--- config.mk ---
export PLATFORM = sky130hd
export DESIGN_NAME = ddc_cfg_sequencer
export DESIGN_NICKNAME = d
export VERILOG_FILES = /design/src/rtl/ddc_seq_pkg.sv /design/src/rtl/ddc_cfg_sequencer_table.sv /design/src/rtl/ddc_cfg_sequencer.sv
export SDC_FILE = /design/constraint.sdc
export NUM_CORES = 1
export LEC_CHECK = 0
export ABC_CLOCK_PERIOD_IN_PS = 3600
export CORE_MARGIN = 3
export CORE_UTILIZATION = 52
export DETAILED_ROUTE_END_ITERATION = 16
export HOLD_SLACK_MARGIN = 0.15
export MAX_ROUTING_LAYER = met4
export PLACE_DENSITY_LB_ADDON = 0.25
export SLEW_MARGIN = 20
export SYNTH_ARGS = -nofsm -noshare
export SYNTH_HDL_FRONTEND = slang
export SYNTH_HIERARCHICAL = 1
export SYNTH_SLANG_ARGS = --single-unit
--- constraint.sdc ---
create_clock -name dev_clk -period 3.6 [get_ports dev_clk]
set_clock_uncertainty 0.1 [all_clocks]
set_input_delay 0.9 -clock dev_clk [delete_from_list [all_inputs] [get_ports dev_clk]]
set_output_delay 0.9 -clock dev_clk [all_outputs]
set_load 0.01 [all_outputs]
--- src/rtl/ddc_seq_pkg.sv ---
// Shared types for the DDC configuration sequencer.
package ddc_seq_pkg;
    localparam int DDC_PH_W = 20;

    typedef enum logic [2:0] {
        S_IDLE,
        S_LOAD,
        S_RESYNC,
        S_FLUSH,
        S_RUN
    } ddc_seq_state_e;

    typedef struct packed {
        logic [DDC_PH_W-1:0] pinc;
        logic [DDC_PH_W-1:0] poff;
    } ddc_ch_cfg_t;
endpackage

--- src/rtl/ddc_cfg_sequencer_table.sv ---
// Shadow table of per-channel pinc/poff: one write port, async read.
module ddc_cfg_table
    import ddc_seq_pkg::*;
#(
    parameter int NUM_CH = 4,
    parameter int PH_W   = DDC_PH_W
) (
    input  logic                      clk_i,
    input  logic                      rst_i,
    input  logic                      we_i,
    input  logic [$clog2(NUM_CH)-1:0] wch_i,
    input  logic [PH_W-1:0]           pinc_i,
    input  logic [PH_W-1:0]           poff_i,
    input  logic [$clog2(NUM_CH)-1:0] rch_i,
    output logic [PH_W-1:0]           pinc_o,
    output logic [PH_W-1:0]           poff_o
);
    logic [PH_W-1:0] pinc_q [NUM_CH];
    logic [PH_W-1:0] poff_q [NUM_CH];

    always_ff @(posedge clk_i) begin
        if (rst_i) begin
            for (int i = 0; i < NUM_CH; i++) begin
                pinc_q[i] <= '0;
                poff_q[i] <= '0;
            end
        end else if (we_i) begin
            pinc_q[wch_i] <= pinc_i;
            poff_q[wch_i] <= poff_i;
        end
    end

    assign pinc_o = pinc_q[rch_i];
    assign poff_o = poff_q[rch_i];
endmodule

--- src/rtl/ddc_cfg_sequencer.sv ---
// Loads the DDC channel table, resyncs, flushes, then asserts run.
// Optional RESYNC state: define DDC_SEQ_RESYNC_EN.
module ddc_cfg_sequencer
    import ddc_seq_pkg::*;
#(
    parameter int NUM_CH       = 4,
    parameter int PH_W         = DDC_PH_W,
    parameter int FLUSH_BLOCKS = 4,
    parameter int ACK_TIMEOUT  = 255
) (
    input  logic                      dev_clk,
    input  logic                      dev_rst,
    input  logic                      tbl_wr,
    input  logic [$clog2(NUM_CH)-1:0] tbl_ch,
    input  logic [PH_W-1:0]           tbl_pinc,
    input  logic [PH_W-1:0]           tbl_poff,
    input  logic [15:0]               ds_rate,
    input  logic                      start,
    input  logic                      stop,
    output logic [$clog2(NUM_CH)-1:0] ddc_ch,
    output logic [PH_W-1:0]           ddc_pinc,
    output logic [PH_W-1:0]           ddc_poff,
    output logic                      ddc_we,
    input  logic                      ddc_ack,
    output logic                      resync,
    output logic                      run,
    output logic                      busy,
    output logic                      done,
    output logic                      err
);
    localparam int CH_W  = $clog2(NUM_CH);
    localparam int TO_W  = $clog2(ACK_TIMEOUT + 1);
    localparam int CNT_W = 24;
    localparam logic [CH_W-1:0] LAST_CH = CH_W'(NUM_CH - 1);
    localparam logic [TO_W-1:0] TO_LAST = TO_W'(ACK_TIMEOUT - 1);
    localparam bit CH_SPARSE = (2 ** CH_W) != NUM_CH;

    ddc_seq_state_e   state_q;
    logic [CH_W-1:0]  idx_q;
    logic [TO_W-1:0]  tmo_q;
    logic [CNT_W-1:0] cnt_q;
    logic [15:0]      ds_q;
    logic [CH_W-1:0]  ch_q;
    logic [PH_W-1:0]  pinc_q;
    logic [PH_W-1:0]  poff_q;
    logic             we_q;
    logic             resync_q;
    logic             run_q;
    logic             busy_q;
    logic             done_q;
    logic             err_q;

    logic             tbl_open;
    logic             ch_bad;
    logic             wr_ok;
    logic             wr_bad;
    logic [CH_W-1:0]  rd_ch;
    logic [PH_W-1:0]  rd_pinc;
    logic [PH_W-1:0]  rd_poff;
    logic [CNT_W-1:0] flush_init;

    assign tbl_open   = (state_q == S_IDLE) || (state_q == S_RUN);
    assign ch_bad     = CH_SPARSE && (32'(tbl_ch) >= NUM_CH);
    assign wr_ok      = tbl_wr && tbl_open && !ch_bad;
    assign wr_bad     = tbl_wr && !(tbl_open && !ch_bad);
    assign flush_init = CNT_W'(FLUSH_BLOCKS) * CNT_W'(ds_q) - CNT_W'(1);
    // Outside LOAD the only read needed is channel 0 for an upcoming start.
    assign rd_ch      = (state_q == S_LOAD) ? idx_q + 1'b1 : '0;

    ddc_cfg_table #(
        .NUM_CH (NUM_CH),
        .PH_W   (PH_W)
    ) u_table (
        .clk_i  (dev_clk),
        .rst_i  (dev_rst),
        .we_i   (wr_ok),
        .wch_i  (tbl_ch),
        .pinc_i (tbl_pinc),
        .poff_i (tbl_poff),
        .rch_i  (rd_ch),
        .pinc_o (rd_pinc),
        .poff_o (rd_poff)
    );

    always_ff @(posedge dev_clk) begin
        if (dev_rst) begin
            state_q  <= S_IDLE;
            idx_q    <= '0;
            tmo_q    <= '0;
            cnt_q    <= '0;
            ds_q     <= 16'd1;
            ch_q     <= '0;
            pinc_q   <= '0;
            poff_q   <= '0;
            we_q     <= 1'b0;
            resync_q <= 1'b0;
            run_q    <= 1'b0;
            busy_q   <= 1'b0;
            done_q   <= 1'b0;
            err_q    <= 1'b0;
        end else begin
            done_q   <= 1'b0;
            resync_q <= 1'b0;
            if (wr_bad) err_q <= 1'b1;
            if (stop) begin
                state_q <= S_IDLE;
                we_q    <= 1'b0;
                run_q   <= 1'b0;
                busy_q  <= 1'b0;
            end else begin
                unique case (state_q)
                    S_IDLE, S_RUN: begin
                        if (start) begin
                            state_q <= S_LOAD;
                            idx_q   <= '0;
                            tmo_q   <= '0;
                            ds_q    <= (ds_rate == '0) ? 16'd1 : ds_rate;
                            ch_q    <= '0;
                            pinc_q  <= rd_pinc;
                            poff_q  <= rd_poff;
                            we_q    <= 1'b1;
                            run_q   <= 1'b0;
                            busy_q  <= 1'b1;
                            err_q   <= wr_bad;
                        end
                    end
                    S_LOAD: begin
                        if (ddc_ack) begin
                            tmo_q <= '0;
                            if (idx_q == LAST_CH) begin
                                we_q <= 1'b0;
`ifdef DDC_SEQ_RESYNC_EN
                                state_q  <= S_RESYNC;
                                resync_q <= 1'b1;
`else
                                state_q <= S_FLUSH;
                                cnt_q   <= flush_init;
`endif
                            end else begin
                                idx_q  <= idx_q + 1'b1;
                                ch_q   <= idx_q + 1'b1;
                                pinc_q <= rd_pinc;
                                poff_q <= rd_poff;
                            end
                        end else if (tmo_q == TO_LAST) begin
                            state_q <= S_IDLE;
                            we_q    <= 1'b0;
                            busy_q  <= 1'b0;
                            err_q   <= 1'b1;
                        end else begin
                            tmo_q <= tmo_q + 1'b1;
                        end
                    end
                    S_RESYNC: begin
                        state_q <= S_FLUSH;
                        cnt_q   <= flush_init;
                    end
                    S_FLUSH: begin
                        if (cnt_q == '0) begin
                            state_q <= S_RUN;
                            run_q   <= 1'b1;
                            done_q  <= 1'b1;
                            busy_q  <= 1'b0;
                        end else begin
                            cnt_q <= cnt_q - 1'b1;
                        end
                    end
                    default: state_q <= S_IDLE;
                endcase
            end
        end
    end

    assign ddc_ch   = ch_q;
    assign ddc_pinc = pinc_q;
    assign ddc_poff = poff_q;
    assign ddc_we   = we_q;
    assign resync   = resync_q;
    assign run      = run_q;
    assign busy     = busy_q;
    assign done     = done_q;
    assign err      = err_q;
endmodule
==> results of run 1 <==
==> flip-flops by register name, indices dropped and copies added (netlist names) <==
signal	cells
run	1
cnt_q	24
err	1
ddc_poff	20
ddc_pinc	20
u_table/pinc_q	80
ddc_we	1
tmo_q	8
ddc_ch	2
busy	1
u_table/poff_q	80
state_q	3
ds_q	16
done	1
==> cell usage after synthesis (all sizes together) (3+ instances only) <==
library cell,n,area share
nand4,14,0.0080
nor2b,5,0.0027
edfxtp,160,0.41
inv,13,0.0041
xor2,8,0.0060
a21oi,91,0.042
buf,20,0.012
nand2,134,0.043
xnor2,12,0.0089
and2,166,0.092
mux4,40,0.077
nor2,34,0.011
nor3,15,0.0072
and3,4,0.0021
dfxtp,98,0.17
nand2b,5,0.0027
o211ai,5,0.0032
a211o,5,0.0037
nand3,10,0.0053
nor4,16,0.012
a31oi,3,0.0016
clkbuf,42,0.015
ha,6,0.0064
o31a,4,0.0030
o21bai,3,0.0019
nand3b,4,0.0026
o21ai,39,0.019
==> final cells by class <==
| type | instances | area share |
|---|---|---|
| repair buffers | 142 | 0.101 |
| multi-input cells | 666 | 0.330 |
| clock buffers | 37 | 0.0558 |
| flip-flops and latches | 258 | 0.475 |
| clock inverters | 15 | 0.00958 |
| well taps | 280 | 0.0246 |
| inverters | 13 | 0.00343 |
==> metrics by stage <==
stage / utilization / hold slack (ns) / total power, mW / instances
3_5_place_dp: 0.604 / 0.348 / 3.96 / 1359
4_1_cts: 0.646 / 0.356 / 6.78 / 1411
6_report: 0.646 / 0.354 / 6.72 / 1411
5_1_grt: 0.646 / 0.367 / 6.95 / 1411
2_1_floorplan: - / 0.346 / 3.69 / 999
3_3_place_gp: 0.604 / 0.344 / 3.95 / 1359
==> metal layers <==
| metal | part of all wire | global-route usage | wire [µm] |
|---|---|---|---|
| met5 | 0 | - | 0 |
| met4 | 0.023 | 0.0675 | 626 |
| met3 | 0.048 | 0.0257 | 1280 |
| met2 | 0.51 | 0.387 | 13600 |
| met1 | 0.42 | 0.286 | 11100 |
==> placed cells by master, fill, tap and decap left out, types with 3 or more instances in the layout <==
cell type,synthesis,layout
sky130_fd_sc_hd__o21ai_2,8,8
sky130_fd_sc_hd__nor2_1,34,32
sky130_fd_sc_hd__nand3b_1,4,4
sky130_fd_sc_hd__and2_1,126,125
sky130_fd_sc_hd__nand2b_1,5,5
sky130_fd_sc_hd__mux4_2,40,40
sky130_fd_sc_hd__clkbuf_16,0,28
sky130_fd_sc_hd__nand4_1,13,13
sky130_fd_sc_hd__and3_1,4,4
sky130_fd_sc_hd__clkbuf_8,0,6
sky130_fd_sc_hd__nand2_1,134,134
sky130_fd_sc_hd__a31oi_1,3,3
sky130_fd_sc_hd__clkbuf_1,30,3
sky130_fd_sc_hd__inv_1,13,13
sky130_fd_sc_hd__nand3_1,9,9
sky130_fd_sc_hd__dfxtp_1,98,98
sky130_fd_sc_hd__a21oi_1,82,82
sky130_fd_sc_hd__clkdlybuf4s50_1,0,109
sky130_fd_sc_hd__a21oi_2,9,9
sky130_fd_sc_hd__nor2b_1,5,5
sky130_fd_sc_hd__buf_12,0,8
sky130_fd_sc_hd__ha_1,6,6
sky130_fd_sc_hd__xnor2_1,12,12
sky130_fd_sc_hd__o31a_1,4,4
sky130_fd_sc_hd__o211ai_1,5,5
sky130_fd_sc_hd__buf_4,1,25
sky130_fd_sc_hd__and2_2,40,41
sky130_fd_sc_hd__nor4_1,13,13
sky130_fd_sc_hd__xor2_1,8,8
sky130_fd_sc_hd__nor3_1,13,13
sky130_fd_sc_hd__a211o_1,5,5
sky130_fd_sc_hd__clkinv_1,0,3
sky130_fd_sc_hd__edfxtp_1,160,160
sky130_fd_sc_hd__o21ai_0,28,28
sky130_fd_sc_hd__clkinv_2,0,6
==> worst reg2reg max path, stage by stage (launching register included) <==
cell	delay (ns)
sky130_fd_sc_hd__dfxtp_1	0.37
sky130_fd_sc_hd__nor4_4	0.60
sky130_fd_sc_hd__nand3_4	0.18
sky130_fd_sc_hd__o31ai_4	0.91
sky130_fd_sc_hd__o21ai_0	0.22
sky130_fd_sc_hd__a21oi_1	0.18
==> power by group through the flow <==
| stage | logic [mW] | clock network, mW | registers [mW] |
|---|---|---|---|
| finish | 0.550 | 2.82 | 3.35 |
| global route | 0.597 | 3.00 | 3.36 |
| CTS | 0.555 | 2.88 | 3.35 |
| detailed placement | 0.553 | 0 | 3.41 |
| global placement | 0.548 | 0 | 3.40 |
| floorplan | 0.288 | 0 | 3.40 |
==> cells by family after synthesis <==
logic type / synth area share
AND/OR/NAND/NOR: 0.202
flip-flops: 0.575
AO/OA/AOI/OAI: 0.0939
buffers and inverters: 0.0305
multiplexers: 0.0774
XOR/XNOR: 0.0149
adder cells (fa/ha/maj): 0.00638
other: 0.000319
==> final timing paths <==
| check | slack (ns) | startpoint | depth (start not counted) | to |
|---|---|---|---|---|
| worst max-delay path | 0.96 | cnt_q[4] | 5 | cnt_q[6] |
| worst min-delay path | 0.35 | ddc_poff[17] | 2 | ddc_poff[17] |
| worst max register to register | 0.96 | cnt_q[4] | 5 | cnt_q[6] |
| worst min register to register | 0.35 | ddc_poff[17] | 2 | ddc_poff[17] |
==> flow_metrics.tcl, run 1 <==
set metrics [dict create \
    synth_area_um2 11800 \
    min_period_ns 2.64 \
    ys.flop_type "sky130_fd_sc_hd__edfxtp_1" \
    area_growth_pct 20.9 \
    setup.worst_path.end_class "flop" \
    tritoncts.num_buffers 28 \
    drc 0 \
    grt_util_all_layers 0.226 \
    grt.overflow.total 0 \
    initial_standard_cell_utilization_of_the_core 0.534 \
    hold_path.class "flop to flop" \
    critPathBufInv 0 \
    worst-slew-pin-transition_ns 1.01 \
    cell_type_group_with_the_largest_total_delay_on_the_critical_path "compound AO/OA/AOI/OAI gates" \
    number_of_failing_hold_endpoints_at_the_final_stage 0 \
    power.share.switching 0.227 \
    critical_path.max_fanout 19 \
    run_status "finished clean" \
    synth.ff_latch_count 258 \
    place.port_buffers 110 \
    final_instance_area_um2 14200 \
    drv_slew 0 \
    cts_tree "built" \
    worst_ep_required_ns 3.97 \
    number_of_design_rule_violations_left_by_the_first_detailed_router_iteration 498 \
    criticalPathCategory "flop to flop" \
    timing.max_cap.violations 0 \
    drt-wirelength-per-cell_um 18.9 \
    post_cts_setup_buffers 0 \
    setup_total_negative_slack_ns 0 \
    die-width_um 156 \
    synth_edf_count 160 \
    worst_path_largest_cell_delay_ns 0.91 \
    clock_power_share 0.420 \
    place_area_um2 13300 \
    nNetsFinal 1179 \
    path_cells "nor4_4, nand3_4, o31ai_4, o21ai_0, a21oi_1" \
    worst_ir_drop_vdd_uv 378 \
    antenna_violating_nets_post_route 0 \
    p_int_mw 5.19 \
    p_per_area_nw_per_um2 472 \
    multiInputGateArea_um2 4700 \
    io_pins 112 \
    critical-path-slowest-cell "sky130_fd_sc_hd__o31ai_4" \
    place.detailed.hpwl_um 17100 \
    area.sequential_um2 6770 \
    fmax_ghz 0.379 \
    grt_first_pass_wirelength_um 42600 \
    clockRootBuffer "sky130_fd_sc_hd__clkbuf_16" \
    numClockSinks 258 \
    die_area_um2 24500 \
    period_share 0.732 \
    cts_repair_resize_count 0 \
    gpl.final_weighted_congestion 0.828 \
    synth_seq_area_share 0.575 \
    yosys_warnings 6 \
    postSynth.asyncResetShare 0 \
    core-area_um2 22000 \
    vias 7910 \
    critical_path_arrival_ns 3.00 \
    switchingPower_mw 1.53 \
    comb_power_share 0.082 \
    clk_latency_ns 0.55 \
    preCtsSetupSlack_ns 0.537 \
    n_fill_cell 1724 \
    clk_transition_reported_paths_ns 0.06 \
    synth_nets 1069 \
    post_cts_hold_buffer_count 0 \
    maximum_number_of_pins_on_one_net_before_global_route_repair 50 \
    clock_tree.htree_level_count 1 \
    grt_antenna_before_repair 0 \
    drt_pre_antenna_iters 5 \
    floorplan.die.height_um 156 \
    placement_rows 54 \
    post_route_cells_drive_above_1_share 0.176 \
    synth.lib_cells_used.distinct 73 \
    post_synth_inst_count 999 \
    timing.critical_path.from_type "flop" \
    first_global_vias 7967 \
    cts_buffer_depth 3 \
    finalWorstSetupSlack_ns 0.964 \
    grt_setup_unrepaired "no" \
    timing.slew.headroom 0.325 \
    postSynthAreaPerCell_um2 11.8 \
    vias_per_cell 5.61 \
    setup-violations-final 0 \
    finalWirelength_um 26700 \
    power.sequential.fraction 0.498 \
    antenna_cells_inserted 0 \
    p_leak_nw 5.05 \
]
Note: power is estimated with default switching activity, not from simulation.
==> run 2, diff against run 1 <==
--- a/config.mk
+++ b/config.mk
@@ -5,9 +5,9 @@
 export SDC_FILE = /design/constraint.sdc
 export NUM_CORES = 1
 export LEC_CHECK = 0
-export ABC_CLOCK_PERIOD_IN_PS = 3600
+export ABC_CLOCK_PERIOD_IN_PS = 2800
 export CORE_MARGIN = 3
-export CORE_UTILIZATION = 52
+export CORE_UTILIZATION = 57
 export DETAILED_ROUTE_END_ITERATION = 16
 export HOLD_SLACK_MARGIN = 0.15
 export MAX_ROUTING_LAYER = met4
==> constraint.sdc (replaced) <==
create_clock -name dev_clk -period 2.8 [get_ports dev_clk]
set_clock_uncertainty 0.1 [all_clocks]
set_input_delay 0.7 -clock dev_clk [delete_from_list [all_inputs] [get_ports dev_clk]]
set_output_delay 0.7 -clock dev_clk [all_outputs]
set_load 0.01 [all_outputs]
==> flow_metrics.tcl, run 2 (synthesis results as in run 1) <==
set metrics [dict create \
    run_status "finished clean" \
    final_instance_area_um2 14200 \
    timing.slew.headroom 0.270 \
    preCtsSetupSlack_ns -0.235 \
    tritoncts.num_buffers 27 \
    path_cells "nor3_1, nand4_1, o31ai_4, o21ai_0, a21oi_1" \
    die-width_um 150 \
    period_share 0.915 \
    timing.max_cap.violations 0 \
    number_of_design_rule_violations_left_by_the_first_detailed_router_iteration 478 \
    p_leak_nw 5.07 \
    p_per_area_nw_per_um2 589 \
    nNetsFinal 1189 \
    cts_repair_resize_count 0 \
    worst-slew-pin-transition_ns 1.09 \
    io_pins 112 \
    critical_path.max_fanout 19 \
    critical-path-slowest-cell "sky130_fd_sc_hd__o31ai_4" \
    post_cts_setup_buffers 0 \
    grt_util_all_layers 0.245 \
    post_route_cells_drive_above_1_share 0.178 \
    min_period_ns 2.56 \
    setup-violations-final 0 \
    worst_hold_startpoint "ddc_pinc[4]" \
    numClockSinks 258 \
    timing.critical_path.from_type "flop" \
    grt_antenna_before_repair 1 \
    clockRootBuffer "sky130_fd_sc_hd__clkbuf_16" \
    worst_ir_drop_vdd_uv 596 \
    number_of_failing_hold_endpoints_at_the_final_stage 0 \
    drc 0 \
    first_global_vias 8222 \
    timing.critical_path.from "cnt_q[14]" \
    worst_path_largest_cell_delay_ns 0.94 \
    drv_slew 0 \
    clk_latency_ns 0.54 \
    clk_transition_reported_paths_ns 0.06 \
    initial_standard_cell_utilization_of_the_core 0.593 \
    cell_type_group_with_the_largest_total_delay_on_the_critical_path "compound AO/OA/AOI/OAI gates" \
    place.detailed.hpwl_um 16600 \
    drt-wirelength-per-cell_um 18.8 \
    placement_rows 51 \
    die_area_um2 22400 \
    cts_buffer_depth 3 \
    vias 8120 \
    antenna_violating_nets_post_route 0 \
    finalWorstSetupSlack_ns 0.238 \
    area_growth_pct 20.9 \
    floorplan.die.height_um 150 \
    rrSetupSlack_ns 0.24 \
    criticalPathCategory "flop to flop" \
    grt_first_pass_wirelength_um 42600 \
    grt_setup_unrepaired "no" \
    hold_path.class "flop to flop" \
    clock_tree.htree_level_count 1 \
    core-area_um2 19800 \
    fmax_ghz 0.390 \
    worst_ep_required_ns 3.16 \
    biggestRegsByFlops "u_table/pinc_q (80), u_table/poff_q (80), cnt_q (24)" \
    finalWirelength_um 26400 \
    vias_per_cell 5.78 \
    place_area_um2 13400 \
    gpl.final_weighted_congestion 0.887 \
    post_cts_hold_buffer_count 0 \
    drt_pre_antenna_iters 5 \
    mostFrequentLayoutCell "sky130_fd_sc_hd__edfxtp_1" \
    setup.worst_path.end_class "flop" \
    critPathBufInv 0 \
    maximum_number_of_pins_on_one_net_before_global_route_repair 73 \
    cts_tree "built" \
    grt.overflow.total 0 \
    critical_path_arrival_ns 2.93 \
    layout_common_cells "160 x sky130_fd_sc_hd__edfxtp_1, 134 x sky130_fd_sc_hd__nand2_1, 125 x sky130_fd_sc_hd__and2_1" \
    worst_r2r_startpoint "cnt_q[14]" \
    place.port_buffers 110 \
]
==> run 2: path summary, 6_finish.rpt <==
check	end	depth (start not counted)
setup / recovery	cnt_q[19]	5
hold / removal	ddc_pinc[4]	2
setup reg to reg	cnt_q[19]	5
hold reg to reg	ddc_pinc[4]	2
==> run 2: per-stage QoR <==
step | std cells | TNS (ns) | hold slack (ns) | power (mW) | util
2_1_floorplan | 999 | -49.24 | 0.346 | 4.74 | -
3_3_place_gp | 1355 | -4.16 | 0.343 | 5.08 | 0.675
3_5_place_dp | 1355 | -9.23 | 0.349 | 5.10 | 0.675
4_1_cts | 1403 | 0 | 0.358 | 8.46 | 0.717
5_1_grt | 1404 | 0 | 0.371 | 8.68 | 0.717
6_report | 1404 | 0 | 0.356 | 8.38 | 0.717
==> run 2: worst reg2reg max path, delay by kind of cell (launching register included) <==
family / cells / cell delay, ns
AO/OA/AOI/OAI: 3 / 1.36
AND/OR/NAND/NOR: 2 / 0.66
flip-flops: 1 / 0.37
==> run 2: layout make-up <==
cell class	instances	area (µm²)
clock buffers	41	788
repair buffers	153	1550
diodes	1	2.50
flip-flops and latches	258	6770
inverters	13	48.8
well taps	265	332
clock inverters	7	48.8
multi-input cells	666	4700
fillers	1388	5620
==> run 2: report_power, final <==
part           total [mW]  switching (mW)  internal (mW)  leakage [nW]
clock                3.36            1.42           1.94         0.416
sequential           4.30          0.0733           4.23          2.44
combinational       0.721           0.368          0.353          2.21
==> run 2: metal layers <==
layer  global-route usage  wire [µm]  vias up
li1                     -          -     3839
met1                0.307      10900     3995
met2                0.416      13500      244
met3               0.0412       1430       42
met4               0.0714        554        0
met5                    -          0        -
==> run 3, diff against run 2 <==
--- a/config.mk
+++ b/config.mk
@@ -17,3 +17,4 @@
 export SYNTH_HDL_FRONTEND = slang
 export SYNTH_HIERARCHICAL = 1
 export SYNTH_SLANG_ARGS = --single-unit
+export TNS_END_PERCENT = 30
==> results of run 3 <==
No change in the layout: final DEF, timing and power equal those of run 2.
